==> src/rtl/bin_to_gray_counter.sv <==
// Binary up/down counter with parallel load and a registered Gray-code output.
// A sticky flag records any count step that moves the Gray code by other than one bit.
module bin_to_gray_counter #(
   parameter int WIDTH     = 3,
   parameter int RESET_VAL = 0
) (
   input  logic             clk_in,
   input  logic             rst_n_in,
   input  logic             load_in,
   input  logic [WIDTH-1:0] bin_in,
   input  logic             en_in,
   input  logic             up_in,
   input  logic             clr_err_in,
   output logic [WIDTH-1:0] bin_out,
   output logic [WIDTH-1:0] gray_out,
   output logic             wrap_out,
   output logic             step_err_out
);

   localparam logic [WIDTH-1:0] RST_BIN  = WIDTH'(RESET_VAL);
   localparam logic [WIDTH-1:0] ALL_ONES = {WIDTH{1'b1}};
   localparam logic [WIDTH-1:0] ZERO     = '0;
   localparam logic [WIDTH-1:0] ONE      = WIDTH'(1);

   function automatic logic [WIDTH-1:0] bin2gray(input logic [WIDTH-1:0] b);
      return b ^ (b >> 1);
   endfunction

   function automatic logic is_single_bit(input logic [WIDTH-1:0] v);
      return (v != ZERO) && ((v & (v - ONE)) == ZERO);
   endfunction

   logic [WIDTH-1:0] r_bin;
   logic [WIDTH-1:0] r_gray;
   logic             r_wrap;
   logic             r_err;

   logic [WIDTH-1:0] w_bin_next;
   logic [WIDTH-1:0] w_gray_next;
   logic             w_wrap_next;
   logic             w_count_step;
   logic             w_step_err;

   // Next-state selection: load beats count, count beats hold.
   always_comb begin
      w_bin_next   = r_bin;
      w_wrap_next  = 1'b0;
      w_count_step = 1'b0;
      if (load_in) begin
         w_bin_next = bin_in;
      end else if (en_in) begin
         w_count_step = 1'b1;
         if (up_in) begin
            w_bin_next  = r_bin + ONE;
            w_wrap_next = (r_bin == ALL_ONES);
         end else begin
            w_bin_next  = r_bin - ONE;
            w_wrap_next = (r_bin == ZERO);
         end
      end
      w_gray_next = bin2gray(w_bin_next);
      w_step_err  = w_count_step && !is_single_bit(w_gray_next ^ r_gray);
   end

   // Gray is registered from the next binary value so the output is glitch-free.
   always_ff @(posedge clk_in or negedge rst_n_in) begin
      if (!rst_n_in) begin
         r_bin  <= RST_BIN;
         r_gray <= bin2gray(RST_BIN);
         r_wrap <= 1'b0;
         r_err  <= 1'b0;
      end else begin
         r_bin  <= w_bin_next;
         r_gray <= w_gray_next;
         r_wrap <= w_wrap_next;
         if (w_step_err) begin
            r_err <= 1'b1;
         end else if (clr_err_in) begin
            r_err <= 1'b0;
         end
      end
   end

   assign bin_out      = r_bin;
   assign gray_out     = r_gray;
   assign wrap_out     = r_wrap;
   assign step_err_out = r_err;

endmodule

==> config.mk <==
export PLATFORM = sky130hd
export DESIGN_NAME = bin_to_gray_counter
export DESIGN_NICKNAME = d
export VERILOG_FILES = /design/src/rtl/bin_to_gray_counter.sv
export SDC_FILE = /design/constraint.sdc
export NUM_CORES = 1
export LEC_CHECK = 0
export ABC_CLOCK_PERIOD_IN_PS = 3300
export CAP_MARGIN = 20
export CORE_AREA = 2 2 39 41
export CTS_CLUSTER_DIAMETER = 40
export DETAILED_ROUTE_END_ITERATION = 10
export DIE_AREA = 0 0 41 43
export HOLD_SLACK_MARGIN = 0.05
export PLACE_DENSITY = 0.58
export SLEW_MARGIN = 20
export SYNTH_ARGS = -nofsm -noshare
export SYNTH_HDL_FRONTEND = slang
export SYNTH_SLANG_ARGS = --single-unit
==> constraint.sdc <==
create_clock -name clk_in -period 3.3 [get_ports clk_in]
set_clock_uncertainty 0.1 [all_clocks]
set_input_delay 0.66 -clock clk_in [delete_from_list [all_inputs] [get_ports clk_in]]
set_output_delay 0.66 -clock clk_in [all_outputs]
set_load 0.05 [all_outputs]
**Yosys cells after proc, flatten, opt, wreduce, memory -nomap -nowiden**

Cells that the tools add are included.
W data, S select, Z words.

- $add $sub $neg: 3
- Equality and inequality tests: 1
- Muxes and demuxes: 10
- Bitwise operators: 3
- Reduce and logical (&&, ||, !) cells: 7

Operators by type and width:

| kind | number |
|---|---|
| $mux W3 | 3 |
| $mux W1 | 7 |
| $logic_not A3 Y1 | 2 |
| $sub A3 B1 Y3 const B | 2 |
| $add A3 B1 Y3 const B | 1 |
| $and A3 B3 Y3 | 1 |
| $eq A3 B3 Y1 const B | 1 |
| $reduce_bool A3 Y1 | 1 |
| $xor A3 B2 Y3 | 1 |
| $xor A3 B3 Y3 | 1 |
| $logic_and A1 B1 Y1 | 2 |
| $reduce_bool A2 Y1 | 1 |
| $logic_not A1 Y1 | 1 |

- Register bits: 8
- Output and inout port bits: 8
- Word-level logic and storage cells: 28

**Depth between registers and ports, before layout**

- Word-level depth: 13
- Gate-level depth with buffers: 6
- Gate-level depth less buffers: 6

**Worst setup path after synthesis**

No wires, ideal clock.

- Path kind: input to register
- From: input up_in
- To: register r_gray[1], in the netlist gray_out[1]
- Library setup time: 127 ps
- Arrival: 1,930 ps
- Slack: 1,143 ps
- Stages on the path: 6
- Buffers on the path: 0
- Cells stage by stage: inv_1 fa_1 xnor2_1 nor3b_1 or3_4 xnor2_2

- Longest elaborated chain between the ends: 4

RTL lines:

| item | line | text |
|---|---|---|
| from (decl) | 12 | `input logic up_in,` |
| $mux W3 | 53 | `if (up_in) begin` |
| $mux W3 | 51 | `end else if (en_in) begin` |
| $mux W3 | 49 | `if (load_in) begin` |
| net w_bin_next[2] | 38 | `logic [WIDTH-1:0] w_bin_next;` |
| $xor A3 B2 Y3 | 26 | `return b ^ (b >> 1);` |
| net w_gray_next[1] | 39 | `logic [WIDTH-1:0] w_gray_next;` |
| to (signal assigned) | 69 | `r_gray <= bin2gray(RST_BIN);` |
| to (signal assigned) | 74 | `r_gray <= w_gray_next;` |
| to (decl) | 34 | `logic [WIDTH-1:0] r_gray;` |

The timed path passes the listed nets, and every way through them passes these cells.
A chain may end at the register's enable or synchronous reset.

**Worst setup path in the final report**

Ends and elaborated chain as after synthesis.

==> run metrics <==
die area 1760 um^2; Worst path slowest cell clkdlybuf4s50_1; routed via count about 320; post-synthesis cell area 409 um^2; Die H ~43 um; post-synth cell types 22; top cells by area, synth dfrtp_1, xnor2_1, fa_1; GP Congestion approximately 0.73; top-area cell type share of the netlist area 42.8%; Final Slew Violations 0; routed wire length around 800 um; worst rel slew slack 66.8%; dominant cell type by area after synthesis dfrtp_1; first-pass GRT wire length 1.32 mm; Post-Synthesis Cells 37; initial antenna violation count 0; CTS clk-pin slew, worst paths roughly 50 ps; main combinational cell family by area after synthesis XOR/XNOR gates; DR pass1 iterations 2; Initial Util around 30%; Crit path depth 7; Area Growth Syn to Fin 47.4%; hold path depth 2; global route overflow 0; FMAX 398 MHz; CTS root buf clkbuf_4; commonest non-fill, non-tap cell in the layout clkdlybuf4s50_1; Final period util 76.1%; outcome complete, no violations; post-synthesis mux area share 2.45%; critical path endpoint category flop; PwrDens a little under 700 nW/um^2; Critical Path Source Type input pin; largest net degree at the start of global routing 10; Final Hold Fails 0; Core ar. 1380 um^2; Setup TNS 0 ps; Hold Crit Class flop to flop; PostCTS Resize Cnt 0; maximum root-to-sink buffer count 2; Worst-Margin Slew 496 ps; Fill cells approximately 140; Std-Cell Rows 14; number of buffers added on ports 16; Finished Core Util 43.6%; routed vias/inst roughly 4.4; synth warn 0; wire per inst around 11 um; Ports 17; clk sinks 7; xor and xnor fraction of the mapped netlist area 19.0%; leak pwr 0.000245 uW; DRC Markers 0; Synth Area in Adders under 10%; Die W 41 um; post-DP HPWL about 600 um; ANT nets after route 0; Syn Area/Cell 11.1 um^2; simple-gate share of the synthesized area 16.2%; CTS Buf Count 3; worst-path fanout max 4; ant diodes 0; crit-path cells clkdlybuf4s50_1, inv_1, fa_1, xnor2_1, nor3b_1, or3_4, xnor2_2; #FFs+latches synth 7; # setup viols final 0; postcts setup bufs 0; placed inst area 577 um^2; final non-filler cell area around 600 um^2; All-Layer GR Usage 12.1%; H-tree depth 1; Layout Nets 66; most frequent cells in the layout clkdlybuf4s50_1, dfrtp_1, xnor2_1; CP arrival ~2500 ps; MaxCap Viol Count 0; sequential share of the synthesized area a little over two fifths; Max VDD drop 295 uV; Period minus WS final 2510 ps; CTS tree yes; hold_ws roughly 480 ps; hold_buf cts 0; CP delay by family, top buffers and inverters; vias in the first global route 297; class of the most critical setup path input pin to flop; clk_lat worst skew roughly 250 ps; post-synthesis compound-gate area fraction under 10%; CP required 3330 ps; ratio of cells with drive above 1 in the final layout 10.9%; Synthesized Nets between 40 and 50; slowest stage delay, CP around 530 ps; Worst R2R Path Depth 5; worst path buffer plus inverter count 2; RSZ-0062 raised after global routing false; DR iter-0 viols 6
[power by group]
group	internal (uW)	leakage (uW)	switching (uW)
combinational	88.8	0.000144	125
sequential	105	0.0000858	19.0
clock	46.1	0.0000150	30.6
total	240	0.000245	175
[Yosys cell counts, drive strengths merged]
cell	number
o221ai	1
nand2b	1
nand4	1
buf	2
mux2i	1
o21ai	1
xor2	2
xnor2	6
dfrtp	7
nand2	1
or4	1
nand4b	1
a22o	1
fa	1
a21oi	2
or3	1
nor3b	2
nor2	2
inv	3
[cell families (layout without fill, tap and decap cells)]
logic type               count (synthesis)  after routing
multiplexers                             1              1
AND/OR/NAND/NOR                         10             10
AO/OA/AOI/OAI                            5              5
flip-flops                               7              7
adder cells (fa/ha/maj)                  1              1
XOR/XNOR                                 8              8
buffers and inverters                    5             23
[worst register-to-register path, delay by kind of cell, from the launching register on]
kind | cells | cell delay, ps
and+or+nand+nor | 2 | 490
DFF | 1 | 460
adders and majority gates | 1 | 430
xor gates and xnor gates | 2 | 360
[per-layer routing]
| metal | part of all wire [%] | up-vias | GRT usage [%] |
|---|---|---|---|
| li1 | - | 161 | - |
| met1 | 45 | 145 | 14.1 |
| met2 | 49 | 9 | 16.6 |
| met3 | 6.5 | 0 | 9.42 |
| met4 | 0 | 0 | 4.00 |
| met5 | 0 | - | 0 |
[path summary, 6_finish.rpt]
path                              start           end  slack, ps
setup / recovery                  up_in   gray_out[1]        790
max in group asynchronous      rst_n_in    bin_out[0]       2300
setup reg to reg             bin_out[0]   gray_out[1]       1340
hold reg to reg            step_err_out  step_err_out        480
min in group asynchronous      rst_n_in  step_err_out        570
hold / removal             step_err_out  step_err_out        480
[metrics by stage]
step	total power, uW	cells	setup WS [ps]
3_5_place_dp	341	67	521
5_1_grt	444	71	731
4_1_cts	420	71	781
3_3_place_gp	342	67	542
6_report	415	71	788
2_1_floorplan	277	37	1140
[layout make-up]
class / count / area (um^2) / area share (%)
clock buffer: 4 / 26.3 / 4.36
inverter: 3 / 11.3 / 1.87
timing repair buffer: 16 / 160 / 26.6
multi-input combinational: 25 / 210 / 34.9
tap: 16 / 20.0 / 3.32
sequential: 7 / 175 / 29.0
[registers in the layout (all words and copies together), names as in the netlist]
name / flops
bin_out: 3
step_err_out: 1
gray_out: 2
wrap_out: 1
(Power assumes the default switching activity.)
